--- src/rtl/auto_nav_pkg.sv ---
// Shared encodings and the wall-following decision rule for the maze-navigation controller.
package auto_nav_pkg;

    localparam logic [1:0] ST_WAITING = 2'b00;
    localparam logic [1:0] ST_MOVING  = 2'b01;
    localparam logic [1:0] ST_TURNING = 2'b10;
    localparam logic [1:0] ST_COOLING = 2'b11;

    localparam logic [3:0] MV_STOP    = 4'b0000;
    localparam logic [3:0] MV_FORWARD = 4'b0001;
    localparam logic [3:0] MV_LEFT    = 4'b0100;
    localparam logic [3:0] MV_RIGHT   = 4'b1000;

    typedef enum logic [1:0] {DEC_FWD, DEC_LEFT, DEC_RIGHT, DEC_DEAD} decision_t;

    // det = {front, left, right, back}; a 0 bit means that side is open.
    function automatic decision_t nav_decide(input logic [3:0] det, input logic hand);
        decision_t dec;
        if (!hand) begin
            if (!det[1])      dec = DEC_RIGHT;
            else if (!det[3]) dec = DEC_FWD;
            else if (!det[2]) dec = DEC_LEFT;
            else              dec = DEC_DEAD;
        end else begin
            if (!det[2])      dec = DEC_LEFT;
            else if (!det[3]) dec = DEC_FWD;
            else if (!det[1]) dec = DEC_RIGHT;
            else              dec = DEC_DEAD;
        end
        return dec;
    endfunction

endpackage

--- src/rtl/auto_nav_ctrl_debounce.sv ---
// Wall-detector filter: the raw 4-bit value is adopted only after DEB_LEN identical samples.
module det_debounce #(
    parameter int DEB_LEN = 16
) (
    input  logic       i_clk,
    input  logic       i_rst,
    input  logic [3:0] i_raw,
    output logic [3:0] o_det_f
);

    localparam int CW = $clog2(DEB_LEN + 1);
    localparam logic [CW-1:0] CNT_FULL = CW'(DEB_LEN);

    logic [3:0]    r_prev;
    logic [CW-1:0] r_cnt;
    logic [3:0]    r_det_f;
    logic [CW-1:0] w_cnt_next;

    // Count of consecutive samples equal to the current one, including it.
    always_comb begin
        w_cnt_next = r_cnt;
        if (i_raw != r_prev)
            w_cnt_next = CW'(1);
        else if (r_cnt != CNT_FULL)
            w_cnt_next = r_cnt + 1'b1;
    end

    always_ff @(posedge i_clk or posedge i_rst) begin
        if (i_rst) begin
            r_prev  <= 4'b1111;
            r_cnt   <= '0;
            r_det_f <= 4'b1111;
        end else begin
            r_prev <= i_raw;
            r_cnt  <= w_cnt_next;
            if (w_cnt_next == CNT_FULL)
                r_det_f <= i_raw;
        end
    end

    assign o_det_f = r_det_f;

endmodule

--- src/rtl/auto_nav_ctrl.sv ---
// Autonomous wall-following drive FSM with tick-based dwell timing and U-turn beacon pulses.
module auto_nav_ctrl
    import auto_nav_pkg::*;
#(
    parameter int CLK_DIV     = 2000000,
    parameter int WAIT_TICKS  = 100,
    parameter int TURN_TICKS  = 100,
    parameter int UTURN_TICKS = 200,
    parameter int COOL_TICKS  = 50,
    parameter int DEB_LEN     = 16
) (
    input  logic       i_sys_clk,
    input  logic       i_rst,
    input  logic       i_enable,
    input  logic       i_hand,
    input  logic [3:0] i_detector,
    output logic [1:0] o_state,
    output logic [3:0] o_moving_state,
    output logic       o_pl_beacon_sig,
    output logic       o_de_beacon_sig,
    output logic [7:0] o_turn_count
);

    localparam int PW = $clog2(CLK_DIV);
    localparam int M1 = (WAIT_TICKS > TURN_TICKS) ? WAIT_TICKS : TURN_TICKS;
    localparam int M2 = (UTURN_TICKS > COOL_TICKS) ? UTURN_TICKS : COOL_TICKS;
    localparam int DMAX = (M1 > M2) ? M1 : M2;
    localparam int DW = $clog2(DMAX + 1);

    localparam logic [PW-1:0] PRESC_LAST = PW'(CLK_DIV - 1);
    localparam logic [DW-1:0] L_DMAX  = DW'(DMAX);
    localparam logic [DW-1:0] L_WAIT  = DW'(WAIT_TICKS);
    localparam logic [DW-1:0] L_TURN  = DW'(TURN_TICKS);
    localparam logic [DW-1:0] L_UTURN = DW'(UTURN_TICKS);
    localparam logic [DW-1:0] L_COOL  = DW'(COOL_TICKS);

    logic [1:0]    r_state;
    logic [3:0]    r_moving;
    logic [3:0]    r_dir;
    logic          r_uturn;
    logic          r_pl;
    logic          r_de;
    logic [7:0]    r_turn_count;
    logic [PW-1:0] r_presc;
    logic [DW-1:0] r_dwell;

    logic [3:0]    w_det_f;
    decision_t     w_dec;
    logic [1:0]    w_state_next;
    logic [3:0]    w_moving_next;
    logic [3:0]    w_dir_next;
    logic          w_uturn_next;
    logic          w_pl_next;
    logic          w_de_next;
    logic          w_tick;
    logic          w_enter_turn;
    logic [DW-1:0] w_turn_lim;

    det_debounce #(.DEB_LEN(DEB_LEN)) u_debounce (
        .i_clk   (i_sys_clk),
        .i_rst   (i_rst),
        .i_raw   (i_detector),
        .o_det_f (w_det_f)
    );

    assign w_tick       = (r_presc == PRESC_LAST);
    assign w_turn_lim   = r_uturn ? L_UTURN : L_TURN;
    assign w_enter_turn = (w_state_next == ST_TURNING) && (r_state != ST_TURNING);

    always_comb begin
        w_dec        = nav_decide(w_det_f, i_hand);
        w_state_next = r_state;
        w_dir_next   = r_dir;
        w_uturn_next = r_uturn;
        w_pl_next    = 1'b0;
        w_de_next    = 1'b0;
        // Dropping enable overrides any timed exit and suppresses beacons.
        if (!i_enable) begin
            w_state_next = ST_WAITING;
        end else begin
            case (r_state)
                ST_WAITING: if (r_dwell >= L_WAIT) begin
                    case (w_dec)
                        DEC_FWD:   w_state_next = ST_COOLING;
                        DEC_LEFT:  begin w_state_next = ST_TURNING; w_dir_next = MV_LEFT;  w_uturn_next = 1'b0; end
                        DEC_RIGHT: begin w_state_next = ST_TURNING; w_dir_next = MV_RIGHT; w_uturn_next = 1'b0; end
                        default: begin
                            w_state_next = ST_TURNING;
                            w_dir_next   = i_hand ? MV_LEFT : MV_RIGHT;
                            w_uturn_next = 1'b1;
                            w_pl_next    = 1'b1;
                        end
                    endcase
                end
                ST_TURNING: if (r_dwell >= w_turn_lim) begin
                    w_state_next = ST_COOLING;
                    w_de_next    = r_uturn;
                end
                ST_COOLING: if (r_dwell >= L_COOL) w_state_next = ST_MOVING;
                default:    if (w_det_f[3] || !w_det_f[2] || !w_det_f[1]) w_state_next = ST_WAITING;
            endcase
        end
    end

    always_comb begin
        case (w_state_next)
            ST_WAITING: w_moving_next = MV_STOP;
            ST_TURNING: w_moving_next = w_dir_next;
            default:    w_moving_next = MV_FORWARD;
        endcase
    end

    always_ff @(posedge i_sys_clk or posedge i_rst) begin
        if (i_rst) begin
            r_state      <= ST_WAITING;
            r_moving     <= MV_STOP;
            r_dir        <= MV_STOP;
            r_uturn      <= 1'b0;
            r_pl         <= 1'b0;
            r_de         <= 1'b0;
            r_turn_count <= '0;
            r_presc      <= '0;
            r_dwell      <= '0;
        end else begin
            r_state  <= w_state_next;
            r_moving <= w_moving_next;
            r_dir    <= w_dir_next;
            r_uturn  <= w_uturn_next;
            r_pl     <= w_pl_next;
            r_de     <= w_de_next;
            if ((w_state_next != r_state) || !i_enable) begin
                r_presc <= '0;
                r_dwell <= '0;
            end else if (w_tick) begin
                r_presc <= '0;
                if (r_dwell != L_DMAX)
                    r_dwell <= r_dwell + 1'b1;
            end else begin
                r_presc <= r_presc + 1'b1;
            end
            if (w_enter_turn && (r_turn_count != 8'hFF))
                r_turn_count <= r_turn_count + 1'b1;
        end
    end

    assign o_state         = r_state;
    assign o_moving_state  = r_moving;
    assign o_pl_beacon_sig = r_pl;
    assign o_de_beacon_sig = r_de;
    assign o_turn_count    = r_turn_count;

endmodule

--- config.mk ---
export PLATFORM = sky130hd
export DESIGN_NAME = auto_nav_ctrl
export DESIGN_NICKNAME = d
export VERILOG_FILES = /design/src/rtl/auto_nav_pkg.sv /design/src/rtl/auto_nav_ctrl_debounce.sv /design/src/rtl/auto_nav_ctrl.sv
export SDC_FILE = /design/constraint.sdc
export NUM_CORES = 1
export LEC_CHECK = 0
export ABC_AREA = 1
export BUFFER_PORTS_ARGS = -buffer_cell sky130_fd_sc_hd__buf_2
export CAP_MARGIN = 20
export CORE_MARGIN = 2
export CORE_UTILIZATION = 55
export CTS_BUF_LIST = sky130_fd_sc_hd__clkbuf_8
export CTS_CLUSTER_DIAMETER = 150
export DETAILED_ROUTE_END_ITERATION = 7
export HOLD_SLACK_MARGIN = 0.08
export PLACE_DENSITY = 0.78
export SKIP_LAST_GASP = 1
export SLEW_MARGIN = 20
export SYNTH_ARGS = -nofsm -noshare
export SYNTH_HDL_FRONTEND = slang
export SYNTH_SLANG_ARGS = --single-unit
--- constraint.sdc ---
create_clock -name i_sys_clk -period 2 [get_ports i_sys_clk]
set_clock_uncertainty 0.05 [all_clocks]
set_input_delay 0.4 -clock i_sys_clk [delete_from_list [all_inputs] [get_ports i_sys_clk]]
set_output_delay 0.4 -clock i_sys_clk [all_outputs]
set_load 0.02 [all_outputs]
==> flow_metrics.py <==
metrics = {
    "worst_hold_path": {
        "worstHoldPathType": "primary input to flip-flop",
    },
    "worst_setup_path": {
        "worstPathCellList": "inv_1 -> ha_1 -> nand3_1 -> xor2_1 -> nand3_1 -> nor3_1 -> nand2_1 -> nand2_1 -> nand2_1",
        "crit_required_ns": 2.22,
        "slowest_stage": "dfrtp_1",
        "cp_max_fo": 4,
        "crit_top_cell": "nand2_1",
        "arrival_ns": 2.12,
        "critical_path_class": "flip-flop to flip-flop",
        "max_stage_delay_ns": 0.37,
        "cp_top_family": "simple AND/OR/NAND/NOR gates",
        "end_kind": "flip-flop",
        "crit_buf_inv": 1,
        "startpoint_type": "flip-flop",
    },
    "synthesis": {
        "avgSynthCellArea_sq_um": 8.23,
        "synthTopCellsByArea": "dfrtp_1 39%, nand2_1 9.1%, inv_1 6.4%, nor2_1 6.3%, ha_1 5.3%",
        "async_flop_share": 1.00,
        "syn_area_sq_um": 3560,
        "yosysMostFrequentCell": "nand2_1",
        "syn_inst": 433,
        "yosys-top-cells-count": "86 x nand2_1, 61 x inv_1, 60 x nor2_1",
        "synth_warnings": 0,
        "synthFlopType": "dfrtp_1",
        "synth_top_area_cell": "dfrtp_1",
        "syn_nets": 456,
        "synth_edf_count": 0,
        "seq_area_frac_synth": 0.438,
        "ys_seq_elements": 62,
        "ys_types": 32,
        "synth_top_area_share": 0.386,
    },
    "job": {
        "drv_cap": 0,
    },
    "die": {
        "rows": 29,
        "io_pins": 24,
        "die_h_microns": 84.5,
        "start_util": 0.564,
        "dieArea_sq_um": 7140,
        "die_w_microns": 84.5,
        "core-area_sq_um": 6310,
    },
    "power_and_ir_drop": {
        "vdd_drop_max_mv": 0.749,
        "power.density_nw_per_um2": 660,
        "leakagePower_nw": 1.98,
        "power.clock.fraction": 0.462,
        "p_sw_w": 0.000658,
        "seq_power_share": 0.464,
        "netSwitchingFraction": 0.237,
        "comb_power_share": 0.074,
        "intPower_w": 0.00212,
    },
    "placed_design": {
        "dpl.cell_count": 541,
        "placed_area_sq_um": 3840,
        "gp_congestion": 0.923,
        "io_buffers": 23,
        "dp_slack_ns": 0.0478,
        "place_hpwl_microns": 5070,
    },
    "clock_network": {
        "clock_path_buffers": 2,
        "htreeDepth": 3,
        "cts_sinks": 62,
        "numCtsBuffers": 9,
        "insertion_delay_ns": 0.35,
        "clk_pin_slew_worst_paths_ns": 0.07,
        "cts_root_buffer": "clkbuf_8",
        "tritoncts": "yes",
    },
    "cells_and_area": {
        "final_nets": 504,
        "drive_above_1_share": 0.202,
        "fillCellCount": 521,
        "finalNonFillerCells": 563,
        "fin_area_sq_um": 4210,
        "syn2layout_area_growth_pct": 18.2,
        "antenna_cells": 0,
    },
    "sta": {
        "postLayoutSetupSlackWorst_ns": 0.0993,
        "maxSlewHeadroom": 0.688,
        "worstMarginPinSlew_ns": 0.464,
        "whs_ns": 0.119,
        "fmax_mhz": 526,
        "final.min_clock_period_ns": 1.90,
        "report.final.setup_viol": 0,
        "slew_viol_final": 0,
        "min_period_over_period": 0.950,
        "finalHoldViolCount": 0,
        "fin_setup_tns_ns": 0,
    },
    "routing": {
        "drt_iter0_markers": 227,
        "avgRoutedWirePerCell_microns": 13.3,
        "vias": 3034,
        "routed_via_density": 5.39,
        "remaining_drc_errors": 0,
        "dr.pass1.iters": 5,
        "finalWirelength_microns": 7510,
        "ant_nets": 0,
    },
    "global_route": {
        "grt_overflow": 0,
        "grt_max_degree": 63,
        "grt_pass1_wl_microns": 12800,
        "antenna_found_initial": 0,
        "grt_pass1_vias": 3002,
        "grt_usage": 0.221,
    },
    "status": {
        "status": "completed",
    },
}
[per-stage QoR]
step,utilization,total power [W]
final,0.667,0.00278
after global routing,0.667,0.00288
after CTS,0.647,0.00277
after detailed placement,0.609,0.00149
after global placement,0.609,0.00148
after floorplan,-,0.00144
[layout by cell type, fill, tap and decap left out, drive strengths merged]
master       instances
clkinv               2
nand2               88
ha                  15
nand3b               1
o21bai               1
buf                 40
a21oi                6
xnor2                9
dfstp                7
or2                  5
o221ai               1
nor3b                3
clkinvlp             1
nand4               12
a31oi                2
nand3               35
nor2                73
dfrtp               55
inv                 61
o211ai               1
bufinv               2
o21ai               13
xor2                20
o31ai                1
clkbuf              12
nor3                14
dlygate4sd3          1
nor4                 5
[registers in the layout (all words and copies together) (netlist names)]
name and cells:
r_dir 4, u_debounce.o_det_f 3, o_de_beacon_sig 1, u_debounce.r_cnt 5, r_presc 21, r_dwell 8
u_debounce.r_prev 4, o_turn_count 8, o_pl_beacon_sig 1, r_uturn 1, o_moving_state 4, o_state 2
[metal layers]
metal  GRT usage  up-vias  share of wire
li1            -     1481              -
met1       0.292     1447           0.45
met2       0.366       93           0.48
met3      0.0383       13          0.055
met4      0.0866        0          0.014
met5           0        -              0
[power groups by stage]
stage          clock network [W]  logic, W  registers (W)
4_1_cts                  0.00130  0.000182        0.00129
3_3_place_gp                   0  0.000172        0.00131
6_report                 0.00128  0.000207        0.00129
2_1_floorplan                  0  0.000119        0.00132
3_5_place_dp                   0  0.000178        0.00131
5_1_grt                  0.00136  0.000231        0.00129
[timing repair]
item	in CTS	in global routing
setup endpoints to repair	0	37
endpoints found under the hold margin	44	0
hold buffers	1	0
resized for setup	0	16
setup buffers	0	3
[cell families after synthesis]
kind of cell | count (synthesis) | synth area share
DFF | 62 | 0.438
buffers and inverters | 66 | 0.0790
adders and majority gates | 15 | 0.0527
AOI/OAI and AO/OA | 25 | 0.0390
xor gates and xnor gates | 29 | 0.0713
and+or+nand+nor | 236 | 0.320
[area by class of cell]
type / instances / area, sq um / area share
clock buffers: 11 / 151 / 0.0360
clock inverters: 5 / 81.3 / 0.0193
inverters: 61 / 229 / 0.0544
multi-input cells: 305 / 1780 / 0.423
flip-flops and latches: 62 / 1560 / 0.371
well taps: 77 / 96.3 / 0.0229
repair buffers: 42 / 310 / 0.0737
[path summary, 6_finish.rpt]
kind                                         end                start  slack, ns  cells past startpoint
setup / recovery           u_debounce.o_det_f[2]  u_debounce.r_cnt[0]        0.1                      9
hold reg to reg                         r_dir[0]             r_dir[0]       0.42                      2
hold / removal              u_debounce.r_prev[0]        i_detector[0]       0.12                      1
min in group asynchronous             r_presc[9]                i_rst       0.61                      4
max in group asynchronous  u_debounce.o_det_f[3]                i_rst       0.97                      4
setup reg to reg           u_debounce.o_det_f[2]  u_debounce.r_cnt[0]        0.1                      9
Power figures use the tool's default switching activity.
